File: src/rtl/hex_mode_display.sv
// Mode-selectable multi-digit seven-segment controller: direct switches, debounced
// up/down key counter, free-running timed counter, or blank. Active-low HEX outputs.
module hex_mode_display #(
  parameter int unsigned DIGITS   = 4,
  parameter int unsigned TICK_DIV = 50000000,
  parameter int unsigned DEBOUNCE = 500000,
  parameter int unsigned LZB      = 0
) (
  input  logic                  CLOCK_50,
  input  logic                  RESETn,
  input  logic [9:0]            SW,
  input  logic                  KEY_INC,
  input  logic                  KEY_CLR,
  output logic [7*DIGITS-1:0]   HEX
);

  localparam int unsigned W  = 4 * DIGITS;
  localparam int unsigned CW = $clog2(DEBOUNCE + 1);
  localparam int unsigned PW = $clog2(TICK_DIV);

  typedef enum logic [1:0] {
    MODE_DIRECT = 2'b00,
    MODE_MANUAL = 2'b01,
    MODE_TIMED  = 2'b10,
    MODE_BLANK  = 2'b11
  } mode_t;

  // Only mode and value bits are synchronised; SW[7:4] has no function.
  logic [5:0]     sw_meta, sw_sync;
  logic [1:0]     key_meta, key_sync;   // [0] = INC, [1] = CLR
  logic [1:0]     key_level, press;
  logic [CW-1:0]  stab [2];
  logic [W-1:0]   mcount, tcount;
  logic [PW-1:0]  presc;
  logic [7*DIGITS-1:0] hex_next;
  mode_t          mode;
  logic           unused_sw;

  assign unused_sw = ^SW[7:4];
  assign mode      = mode_t'(sw_sync[5:4]);

  function automatic logic [6:0] glyph(input logic [3:0] v);
    case (v)
      4'h0: glyph = 7'h40;  4'h1: glyph = 7'h79;
      4'h2: glyph = 7'h24;  4'h3: glyph = 7'h30;
      4'h4: glyph = 7'h19;  4'h5: glyph = 7'h12;
      4'h6: glyph = 7'h02;  4'h7: glyph = 7'h78;
      4'h8: glyph = 7'h00;  4'h9: glyph = 7'h10;
      4'hA: glyph = 7'h08;  4'hB: glyph = 7'h03;
      4'hC: glyph = 7'h46;  4'hD: glyph = 7'h21;
      4'hE: glyph = 7'h06;  default: glyph = 7'h0E;
    endcase
  endfunction

  always_ff @(posedge CLOCK_50 or negedge RESETn) begin
    if (!RESETn) begin
      sw_meta  <= '0;
      sw_sync  <= '0;
      key_meta <= '1;
      key_sync <= '1;
    end else begin
      sw_meta  <= {SW[9:8], SW[3:0]};
      sw_sync  <= sw_meta;
      key_meta <= {KEY_CLR, KEY_INC};
      key_sync <= key_meta;
    end
  end

  // The level flips on the cycle after the stability count reaches DEBOUNCE;
  // press is registered alongside the 1->0 flip so it is high the following cycle.
  always_ff @(posedge CLOCK_50 or negedge RESETn) begin
    if (!RESETn) begin
      key_level <= '1;
      press     <= '0;
      for (int unsigned k = 0; k < 2; k++) stab[k] <= '0;
    end else begin
      for (int unsigned k = 0; k < 2; k++) begin
        press[k] <= 1'b0;
        if (key_sync[k] == key_level[k]) begin
          stab[k] <= '0;
        end else if (stab[k] == CW'(DEBOUNCE)) begin
          key_level[k] <= key_sync[k];
          stab[k]      <= '0;
          press[k]     <= key_level[k];
        end else begin
          stab[k] <= stab[k] + CW'(1);
        end
      end
    end
  end

  always_ff @(posedge CLOCK_50 or negedge RESETn) begin
    if (!RESETn) begin
      mcount <= '0;
      tcount <= '0;
      presc  <= '0;
    end else begin
      case (mode)
        MODE_MANUAL: begin
          if (press[1])      mcount <= '0;
          else if (press[0]) mcount <= sw_sync[0] ? mcount - W'(1) : mcount + W'(1);
        end
        MODE_TIMED: begin
          if (press[1]) begin
            tcount <= '0;
            presc  <= '0;
          end else if (presc == PW'(TICK_DIV - 1)) begin
            presc  <= '0;
            tcount <= tcount + W'(1);
          end else begin
            presc  <= presc + PW'(1);
          end
        end
        default: ;
      endcase
    end
  end

  always_comb begin
    logic [W-1:0] value;
    logic [3:0]   nib;
    logic         leading;
    hex_next = '1;
    value    = '0;
    nib      = '0;
    leading  = 1'b1;
    case (mode)
      MODE_DIRECT: hex_next[6:0] = glyph(sw_sync[3:0]);
      MODE_MANUAL, MODE_TIMED: begin
        value = (mode == MODE_TIMED) ? tcount : mcount;
        // Walk from the top digit down so leading-zero state is known per digit.
        for (int unsigned j = 0; j < DIGITS; j++) begin
          nib = value[4*(DIGITS-1-j) +: 4];
          if (nib != 4'h0) leading = 1'b0;
          if (LZB == 0 || !leading || j == DIGITS - 1)
            hex_next[7*(DIGITS-1-j) +: 7] = glyph(nib);
        end
      end
      default: ;
    endcase
  end

  always_ff @(posedge CLOCK_50 or negedge RESETn) begin
    if (!RESETn) HEX <= '1;
    else         HEX <= hex_next;
  end

endmodule

File: config.mk
export PLATFORM = sky130hd
export DESIGN_NAME = hex_mode_display
export DESIGN_NICKNAME = d
export VERILOG_FILES = /design/src/rtl/hex_mode_display.sv
export SDC_FILE = /design/constraint.sdc
export NUM_CORES = 1
export LEC_CHECK = 0
export ABC_CLOCK_PERIOD_IN_PS = 8600
export CORE_ASPECT_RATIO = 1.1
export CORE_MARGIN = 3
export CORE_UTILIZATION = 53
export DETAILED_ROUTE_END_ITERATION = 16
export HOLD_SLACK_MARGIN = 0.08
export PLACE_DENSITY = 0.79
export SYNTH_ARGS = -nofsm -noshare
export SYNTH_HDL_FRONTEND = slang
export SYNTH_SLANG_ARGS = --single-unit
File: constraint.sdc
create_clock -name CLOCK_50 -period 8.6 [get_ports CLOCK_50]
set_clock_uncertainty 0.15 [all_clocks]
set_input_delay 2.15 -clock CLOCK_50 [delete_from_list [all_inputs] [get_ports CLOCK_50]]
set_output_delay 2.15 -clock CLOCK_50 [all_outputs]
set_load 0.05 [all_outputs]
After elaboration in Yosys (flattened, before gate mapping)
Memory sizes are Yosys's and may differ from the RTL's.
Cells that the tools add are included.
- multiplexer cells: 18
- add/sub/neg operators: 6
- bitwise gates (word level): 2
- equality and inequality tests: 7
- reductions and logical operators: 8
- operator list (operator ; number):
    two-way mux 16 bit ; 6
    two-way mux 19 bit ; 4
    two-way mux 26 bit ; 2
    adder 19 x 1 -> 19 bit, second input constant ; 2
    equality test 19 bit, second input constant ; 2
    adder 16 x 1 -> 16 bit, second input constant ; 2
    adder 26 x 1 -> 26 bit, second input constant ; 1
    equality test 26 bit, second input constant ; 1
    two-way mux 21 bit ; 1
    subtractor 16 x 1 -> 16 bit, second input constant ; 1
    one-hot mux 7 bit (2 select lines) ; 1
    AND reduction 2 bit ; 4
    two-way mux 1 bit ; 4
    nonzero test 2 bit ; 2
    equality test 1 bit ; 2
    equality test 2 x 1 -> 1 bit, second input constant ; 1
    equality test 2 bit, second input constant ; 1
    logical NOT 2 bit ; 1
    inverter 1 bit ; 2
    OR reduction 2 bit ; 1
- word-level logic and storage cells: 59
- output and inout bits: 28
- bits in read-only memories: 560
- input bits: 14
- register bits after elaboration: 144
- memories: 5
- memories (name ; words ; bits a word ; read ports ; clocked after Yosys merged registers in ; write ports ; RTL line ; source):
    (name not given) ; 16 ; 7 ; 1 ; 0 ; 0 ; 43 ; case (v)
    (name not given) ; 16 ; 7 ; 1 ; 0 ; 0 ; 43 ;
    (name not given) ; 16 ; 7 ; 1 ; 0 ; 0 ; 43 ;
    (name not given) ; 16 ; 7 ; 1 ; 0 ; 0 ; 43 ;
    (name not given) ; 16 ; 7 ; 1 ; 0 ; 0 ; 43 ;

Longest topological paths before layout
Gate-level depths: netlist of run 1.
- depth in word-level cells: 4
- depth in mapped cells: 11
- mapped depth without buffers: 10

Least setup slack after synthesis of run 1
No wires, ideal clock.
- kind: register to output
- start: reg HEX[0]
- end: out HEX[0]
- path buffers: 0
- slack: 5.644 ns
- arrival: 0.656 ns
- cell stages (with the launch flop): 1
- data required time: 6.300 ns
- path through: dfstp_2
- RTL lines (item ; RTL line ; source):
    start, declared ; 14 ; output logic [7*DIGITS-1:0] HEX
    start signal, assigned ; 145 ; else HEX <= hex_next;
No word-level cell between the ends.

Final worst setup path of run 1
- start: reg HEX[19]
- end: out HEX[19]
No word-level cell between the ends.

==> flow_summary.yaml, run 1 <==
sta:
  setup_viol: 0
  grt_setup_unrepaired: "no"
  finalMaxSlewViolations: 0
  relSlewSlack_pct: 25.5
  fin_crit_ns: 4.04
  timing.fmax_mhz: 247
  hold_violations: 0
  worst_hold_slack_ns: 0.197
  worst_pin_slew_ns: 1.09
  tns_ns: 0
  fin_ws_ns: 4.56
  fin_crit_sh_pct: 47.0
synthesis:
  synthCells: 850
  synth_area_leader_cell: "dfrtp_1"
  ys_top_cells_by_area: "dfrtp_1 33%, dfstp_2 11%, ha_1 8.6%"
  synthFlopType: "dfrtp_1"
  synth-simple-area-share_pct: 19.7
  synth.avg_cell_area_sq_um: 9.74
  async_flop_share_pct: 100
  synthXorXnorAreaFrac_pct: 7.41
  ys_seq_area_share_pct: 44.1
  postSynthNetCount: 922
  ys_seq_elements: 144
  synth_top_family_by_area: "simple AND/OR/NAND/NOR gates"
  synth_compound_area_share_pct: 12.5
  netlist.area_leader.share_pct: 33.3
  synthAdderAreaFrac_pct: 8.86
  yosysWarnings: 0
  synth_area_sq_um: 8280
  synth_edf_count: 0
  muxShareOfSynthArea_pct: 4.44
  yosys.cell_types.count: 61
die:
  core-area_sq_um: 15200
  dieArea_sq_um: 17200
  placementRows: 47
  die_h_microns: 137
  die_x_microns: 125
  io_pins: 42
  start_util_pct: 54.6
clocking:
  cts_setup_buffers: 0
  ctsLongestPathBuffers: 2
  hold_buffers: 0
  numCtsBuffers: 17
  clk_root_buffer_cell: "clkbuf_16"
  cts_tree: "done"
  cts_resized: 0
  clk_latency_ns: 0.43
  htreeDepth: 4
  cts_num_sinks: 144
  clk_pin_slew_ns: 0.06
drt:
  met1Wirelength_microns: 7160
  drt_first_pass_iters: 5
  routed_wl_microns: 16200
  wl_per_cell_microns: 14.9
  drtAntennaViolNets: 0
  post_drt_via_cell_ratio: 5.66
  drc: 0
  wl_met3_microns: 541
  met2_length_microns: 8310
  drt-initial-drc-count: 385
  top_layer: "met4"
  vias: 6169
power_and_ir_drop:
  p_comb_share_pct: 9.4
  ir_worst_vdd_uv: 144
  leakage_uw: 0.00409
  power_density_nw_per_um2: 177
  p_switching_uw: 442
  swShare_pct: 26.6
  p_int_uw: 1220
  p_seq_share_pct: 44.7
  clkPwrFrac_pct: 45.9
placement:
  dp_slack_ns: 4.91
  routabilityCongestion: 0.837
  port_buffers: 37
  dp.cells: 1058
  dp.final_hpwl_microns: 10900
layout:
  stdcell_count: 1090
  drive_gt1_share_pct: 10.5
  diodes: 0
  nNetsFinal: 953
  final_util_pct: 61.9
  area_growth_pct: 13.5
critical_path:
  cp_top_family: "buffers and inverters"
  crit_chain: "clkdlybuf4s50_1"
  cp-start-kind: "register"
  path_max_fanout: 1
  cp.depth: 1
  cp_slowest_cell: "clkdlybuf4s50_1"
  reg2reg_setup_slack_ns: 5.16
  rr_worst_depth: 8
  max_stage_delay_ns: 0.80
  critPathArrivalTime_ns: 1.74
  r2r-start: "sw_sync[4]"
  r2r-end: "HEX[3]"
  required_ns: 6.30
  path_class: "register to output port"
  crit_buf_inv: 1
  cp-end-kind: "output port"
worst_hold_path:
  holdPathEnd: "sw_sync[4]"
  hold_path.class: "register to register"
  min-delay-start: "sw_meta[4]"
  hold_depth: 0
global_route:
  grt-ovfl-total: 0
  grt_start_max_net_pins: 85
  grt_usage_pct: 19.9
  grt_pass1_vias: 6162
  antenna_found_initial: 0
  grt_pass1_wl_microns: 28100
outcome:
  status: "complete, no violations"
job:
  cap_violations: 0
==> layout by cell type (no fill, tap or decap), types with 4 or more instances in the layout <==
master and n:
inv_6 6, o211ai_1 15, buf_4 4, dfstp_2 34, nand3_1 40, a211oi_1 6, a22o_1 9, a221o_1 8
xor2_1 41, mux2_2 10, inv_1 29, o21ai_0 41, dfrtp_1 110, xnor2_1 29, and3_1 14, ha_1 57
o311ai_0 7, and4_1 9, clkbuf_16 17, mux2i_1 21, a31oi_1 7, nand4_1 17, nand2b_1 6, nor4_1 8
nand2_1 84, clkdlybuf4s50_1 36, nor2_1 104, a21o_1 4, o31ai_1 9, nor2b_1 8, a21oi_1 26, and2_1 8
nor3_1 15
==> through the flow <==
stage	total power [uW]	area (sq um)
after floorplan	856	8280
after global placement	907	8780
after detailed placement	912	8780
after CTS	1680	9390
after global routing	1730	9390
final	1660	9390
==> cells in the mapped netlist (3+ instances only) <==
library cell  number
o21ai_0           41
nor2b_1            8
inv_1             29
or3_1              3
o21a_1             3
buf_4              5
mux2_2            10
a211oi_1           6
a221o_1            8
a21o_1             4
buf_2              5
ha_1              57
xnor2_1           29
a21oi_1           26
xor2_1            41
and3_1            14
o211ai_1          15
dfrtp_1          110
clkbuf_1          18
o31ai_1            9
nor4_1             8
dfstp_2           34
and4_1             9
and2_1             8
nand3_1           40
nor3_1            15
o311ai_0           7
a31oi_1            7
nand2b_1           6
nand2_1           84
nor2_1           104
nand4_1           17
mux2i_1           21
a22o_1             9
==> metal layers <==
metal	global-route usage (%)	vias to the layer above
met5	0	-
met4	5.84	0
met3	5.39	18
met2	35.2	106
met1	24.1	2966
li1	-	3079
==> logic make-up (layout without fill, tap and decap cells) <==
logic type                 count (synthesis)  after routing
DFF                                      144            144
AOI/OAI and AO/OA                        152            152
adders and majority gates                 58             58
and+or+nand+nor                          335            335
buffers and inverters                     58            102
xor gates and xnor gates                  70             70
muxes                                     33             33
==> registers in the layout, summed over array words and instances, names as in the netlist <==
name / flops
stab: 38
HEX: 28
presc: 26
mcount: 16
tcount: 16
sw_meta: 6
sw_sync: 6
key_level: 2
key_meta: 2
key_sync: 2
press: 2
==> area by class of cell <==
type,instances,area (sq um)
multi-input cells,648,4380
well taps,196,245
flip-flops and latches,144,3650
clock inverters,14,173
fillers,1202,5780
repair buffers,41,402
inverters,29,109
clock buffers,18,439
==> worst max-delay path by stage <==
stage                       start       to  slack (ns)
after CTS                 HEX[15]  HEX[15]        4.53
after global placement     RESETn  stab[4]        4.94
final                     HEX[19]  HEX[19]        4.56
after global routing       HEX[0]   HEX[0]        4.50
after detailed placement   RESETn  stab[4]        4.91
after floorplan            HEX[0]   HEX[0]        5.64
==> power by group through the flow <==
stage / registers (uW) / clock network, uW / logic, uW
finish: 741 / 761 / 157
global route: 747 / 808 / 173
CTS: 742 / 777 / 159
detailed placement: 753 / 0 / 158
global placement: 752 / 0 / 155
floorplan: 790 / 0 / 65.5
Power figures use the tool's default switching activity.
==> inputs of run 2 (changes only) <==
--- a/config.mk
+++ b/config.mk
@@ -5,13 +5,13 @@
 export SDC_FILE = /design/constraint.sdc
 export NUM_CORES = 1
 export LEC_CHECK = 0
-export ABC_CLOCK_PERIOD_IN_PS = 8600
+export ABC_CLOCK_PERIOD_IN_PS = 3620
 export CORE_ASPECT_RATIO = 1.1
 export CORE_MARGIN = 3
 export CORE_UTILIZATION = 53
 export DETAILED_ROUTE_END_ITERATION = 16
 export HOLD_SLACK_MARGIN = 0.08
-export PLACE_DENSITY = 0.79
+export PLACE_DENSITY = 0.81
 export SYNTH_ARGS = -nofsm -noshare
 export SYNTH_HDL_FRONTEND = slang
 export SYNTH_SLANG_ARGS = --single-unit
==> constraint.sdc (replaced) <==
create_clock -name CLOCK_50 -period 3.62 [get_ports CLOCK_50]
set_clock_uncertainty 0.15 [all_clocks]
set_input_delay 0.905 -clock CLOCK_50 [delete_from_list [all_inputs] [get_ports CLOCK_50]]
set_output_delay 0.905 -clock CLOCK_50 [all_outputs]
set_load 0.05 [all_outputs]
==> flow_summary.yaml, run 2 (same netlist as run 1, synthesis figures left out) <==
sta:
  timing.fmax_mhz: 347
  worst_pin_slew_ns: 0.932
  relSlewSlack_pct: 37.9
  fin_crit_ns: 2.88
  finalMaxSlewViolations: 0
  setup_viol: 0
  grt_setup_unrepaired: "no"
  fin_crit_sh_pct: 79.5
  tns_ns: 0
  hold_violations: 0
power_and_ir_drop:
  leakage_uw: 0.00413
  power_density_nw_per_um2: 420
  swShare_pct: 24.4
  clkPwrFrac_pct: 46.1
  ir_worst_vdd_uv: 333
  p_seq_share_pct: 44.2
  p_int_uw: 3010
  p_comb_share_pct: 9.6
  p_switching_uw: 971
layout:
  area_growth_pct: 14.4
  n_fill_cell: 1220
  reg_top3: "stab: 38 flops, HEX: 28 flops, presc: 26 flops"
  largest_reg_flops: 38
  layout_common_cells: "110 x dfrtp_1, 104 x nor2_1, 84 x nand2_1"
  drive_gt1_share_pct: 11.0
  diodes: 0
  layout_commonest_cell: "dfrtp_1"
  nNetsFinal: 961
  top_register: "stab"
  final_util_pct: 62.4
clocking:
  cts_tree: "done"
  htreeDepth: 4
  hold_buffers: 0
  numCtsBuffers: 17
  ctsLongestPathBuffers: 2
  clk_pin_slew_ns: 0.06
  clk_root_buffer_cell: "clkbuf_16"
  cts_resized: 0
  clk_latency_ns: 0.43
  cts_num_sinks: 144
  cts_setup_buffers: 0
die:
  dieArea_sq_um: 17200
  start_util_pct: 54.6
  placementRows: 47
  core-area_sq_um: 15200
  die_x_microns: 125
  die_h_microns: 137
  io_pins: 42
worst_hold_path:
  hold_path.class: "register to register"
global_route:
  grt_pass1_wl_microns: 28600
  grt_start_max_net_pins: 76
  grt_usage_pct: 20.2
  grt_pass1_vias: 6187
  grt-ovfl-total: 0
  antenna_found_initial: 0
drt:
  post_drt_via_cell_ratio: 5.78
  drc: 0
  drt_first_pass_iters: 5
  wl_per_cell_microns: 14.9
  drtAntennaViolNets: 0
  drt-initial-drc-count: 482
  routed_wl_microns: 16400
  vias: 6351
placement:
  routabilityCongestion: 0.845
  port_buffers: 37
  dp.final_hpwl_microns: 11100
critical_path:
  critPathArrivalTime_ns: 3.08
  path_class: "register to register"
  crit_top_cell: "inv_1"
  reg2reg_setup_slack_ns: 0.74
  required_ns: 3.83
  max_stage_delay_ns: 0.55
  path_max_fanout: 7
  cp-end-kind: "register"
  cp_slowest_cell: "mux2i_1"
  crit_chain: "inv_1, ha_1, mux2i_1, inv_1, ha_1, inv_1, mux4_2, a221o_1"
  cp-start-kind: "register"
outcome:
  status: "complete, no violations"
job:
  cap_violations: 0
## run 2: cell count changes in the layout (fill, tap and decap cells not counted)
cell / delta
clkinv_2: +4
buf_4: +7
clkinv_8: -1
buf_12: +1
inv_8: -1
clkbuf_1: +3
clkinv_4: -1
bufinv_16: +2
inv_6: -6
## run 2: area by class of cell
class	count	area, sq um	share of cell area, %
clock inverters	11	164	1.73
repair buffers	49	474	5.01
well taps	196	245	2.59
flip-flops and latches	144	3650	38.5
clock buffers	21	450	4.76
inverters	29	109	1.15
multi-input cells	648	4380	46.3
## run 2: per-layer routing
metal	vias to the layer above	GRT usage (%)	wire, microns
li1	3109	-	-
met1	3105	24.5	7040
met2	111	35.5	8420
met3	26	4.14	556
met4	0	8.25	349
met5	-	0	0
## run 2: critical path, delay by kind of cell (launching register included)
kind	cells	cell delay (ns)
AOI/OAI and AO/OA	1	0.35
adders and majority gates	2	0.56
buffers and inverters	3	0.34
DFF	1	0.40
muxes	2	1.00
## run 2: through the flow
stage / power [uW] / worst slack [ns] / cells / cell area, sq um / hold slack [ns]
after floorplan: 2030 / 0.910 / 850 / 8280 / 0.181
after global placement: 2160 / 0.855 / 1066 / 8850 / 0.182
after detailed placement: 2170 / 0.786 / 1066 / 8850 / 0.185
after CTS: 4010 / 0.772 / 1098 / 9470 / 0.198
after global routing: 4130 / 0.550 / 1098 / 9470 / 0.204
final: 3980 / 0.742 / 1098 / 9470 / 0.197
## run 2: path summary, 6_finish.rpt
path,start,to,cells past startpoint
worst max-delay path,sw_sync[4],HEX[3],8
worst min-delay path,sw_meta[4],sw_sync[4],0
worst max register to register,sw_sync[4],HEX[3],8
worst min register to register,sw_meta[4],sw_sync[4],0
max in group asynchronous,RESETn,HEX[4],2
min in group asynchronous,RESETn,tcount[2],1
## run 2: power by group through the flow
stage | Combinational, uW | Sequential, uW | Clock (uW)
finish | 383 | 1760 | 1830
global route | 419 | 1770 | 1940
CTS | 387 | 1760 | 1860
detailed placement | 387 | 1790 | 0
global placement | 378 | 1780 | 0
floorplan | 156 | 1880 | 0
==> inputs of run 3 (changes only) <==
--- a/config.mk
+++ b/config.mk
@@ -5,13 +5,13 @@
 export SDC_FILE = /design/constraint.sdc
 export NUM_CORES = 1
 export LEC_CHECK = 0
-export ABC_CLOCK_PERIOD_IN_PS = 3620
+export ABC_CLOCK_PERIOD_IN_PS = 2900
 export CORE_ASPECT_RATIO = 1.1
 export CORE_MARGIN = 3
 export CORE_UTILIZATION = 53
 export DETAILED_ROUTE_END_ITERATION = 16
 export HOLD_SLACK_MARGIN = 0.08
-export PLACE_DENSITY = 0.81
+export PLACE_DENSITY = 0.79
 export SYNTH_ARGS = -nofsm -noshare
 export SYNTH_HDL_FRONTEND = slang
 export SYNTH_SLANG_ARGS = --single-unit
==> constraint.sdc (replaced) <==
create_clock -name CLOCK_50 -period 2.9 [get_ports CLOCK_50]
set_clock_uncertainty 0.15 [all_clocks]
set_input_delay 0.725 -clock CLOCK_50 [delete_from_list [all_inputs] [get_ports CLOCK_50]]
set_output_delay 0.725 -clock CLOCK_50 [all_outputs]
set_load 0.05 [all_outputs]
==> flow_summary.yaml, run 3 (same netlist as run 1, synthesis figures left out) <==
critical_path:
  cp-start-kind: "register"
  r2r-start: "sw_sync[4]"
  reg2reg_setup_slack_ns: 0.24
  cp-end-kind: "register"
  rr_worst_depth: 7
  critPathArrivalTime_ns: 2.80
  path_class: "register to register"
  r2r-end: "HEX[14]"
  path_max_fanout: 18
  required_ns: 3.04
sta:
  hold_violations: 0
  worst_pin_slew_ns: 0.902
  tns_ns: 0
  fin_crit_ns: 2.66
  setup_viol: 0
  finalMaxSlewViolations: 0
  worst_hold_slack_ns: 0.197
  grt_setup_unrepaired: "no"
  relSlewSlack_pct: 39.8
  fin_crit_sh_pct: 91.7
  timing.fmax_mhz: 376
clocking:
  numCtsBuffers: 17
  cts_tree: "done"
  cts_num_sinks: 144
  cts_setup_buffers: 0
  htreeDepth: 4
  clk_latency_ns: 0.43
  clk_pin_slew_ns: 0.06
  ctsLongestPathBuffers: 2
  clk_root_buffer_cell: "clkbuf_16"
layout:
  layout_common_cells: "109 x dfrtp_1, 104 x nor2_1, 84 x nand2_1"
  layout_commonest_cell: "dfrtp_1"
  n_fill_cell: 1188
  reg_top3: "stab: 38 flops, HEX: 28 flops, presc: 26 flops"
  top_register: "stab"
  seq_area_sq_um: 3650
  stdcell_count: 1107
  diodes: 0
  nNetsFinal: 970
  drive_gt1_share_pct: 12.1
  area_growth_pct: 15.2
  largest_reg_flops: 38
  multiInputGateArea_sq_um: 4390
global_route:
  grt_pass1_vias: 6350
  grt_usage_pct: 20.4
  grt_pass1_wl_microns: 29200
  grt_start_max_net_pins: 82
  grt-ovfl-total: 0
  antenna_found_initial: 0
placement:
  dp.cells: 1074
  port_buffers: 37
  dp.final_hpwl_microns: 11200
  routabilityCongestion: 0.846
power_and_ir_drop:
  p_seq_share_pct: 45.0
  leakage_uw: 0.00416
  ir_worst_vdd_uv: 420
  swShare_pct: 25.3
  power_density_nw_per_um2: 512
  p_int_uw: 3650
  p_switching_uw: 1230
  p_comb_share_pct: 9.8
  clkPwrFrac_pct: 45.2
die:
  dieArea_sq_um: 17200
  core-area_sq_um: 15200
  die_h_microns: 137
  io_pins: 42
  die_x_microns: 125
  placementRows: 47
  start_util_pct: 54.6
worst_hold_path:
  hold_depth: 0
  holdPathEnd: "sw_sync[0]"
  hold_path.class: "register to register"
  min-delay-start: "sw_meta[0]"
drt:
  drt-initial-drc-count: 443
  drc: 0
  wl_per_cell_microns: 15.1
  post_drt_via_cell_ratio: 5.77
  routed_wl_microns: 16700
  vias: 6392
  drtAntennaViolNets: 0
  drt_first_pass_iters: 7
job:
  cap_violations: 0
outcome:
  status: "complete, no violations"
run 3: cell type report:
type | instances | area share [%]
Clock inverter | 13 | 1.75
Sequential cell | 144 | 38.3
Timing Repair Buffer | 58 | 5.71
Inverter | 29 | 1.14
Clock buffer | 19 | 4.54
Tap cell | 196 | 2.57
Multi-Input combinational cell | 648 | 46.0
run 3: how the worst max path moves through the flow:
stage / end / startpoint
finish: HEX[14] / sw_sync[4]
global route: HEX[20] / sw_sync[4]
CTS: mcount[15] / sw_sync[0]
detailed placement: mcount[15] / sw_sync[0]
global placement: mcount[15] / sw_sync[0]
floorplan: HEX[3] / sw_sync[4]
run 3: repair_timing:
item                                   in CTS  in global routing
setup endpoints to repair                   0                  1
resized for setup                           0                  2
endpoints found under the hold margin      19                  0
hold buffers                                1                  0
run 3: metrics by stage:
step	cell area (sq um)	utilization, %	setup slack, ns	power [uW]
6_report	9530	62.8	0.240	4880
5_1_grt	9530	62.8	0.0439	5070
4_1_cts	9520	62.8	0.131	4930
3_5_place_dp	8910	58.8	0.158	2710
3_3_place_gp	8910	58.8	0.217	2700
2_1_floorplan	8280	-	0.190	2540
run 3: power groups by stage:
| stage | registers [uW] | clock network [uW] | logic (uW) |
|---|---|---|---|
| finish | 2200 | 2210 | 477 |
| detailed placement | 2230 | 0 | 480 |
| CTS | 2200 | 2250 | 483 |
| global placement | 2230 | 0 | 470 |
| global route | 2220 | 2330 | 526 |
| floorplan | 2340 | 0 | 194 |
run 3: layer usage:
metal  GRT usage, %  part of all wire (%)  vias up
met1           26.4                    45     3142
met5              0                     0        -
met2           34.5                    50      108
met3           3.43                   3.3       25
met4           7.83                   1.8        0
li1               -                     -     3117
run 3: worst max-delay path, stage by stage (launching register included):
cell	delay (ns)
dfrtp_1	0.39
inv_1	0.11
ha_1	0.21
buf_4	0.28
mux2i_1	0.52
ha_1	0.35
nor2_1	0.07
o311ai_0	0.44
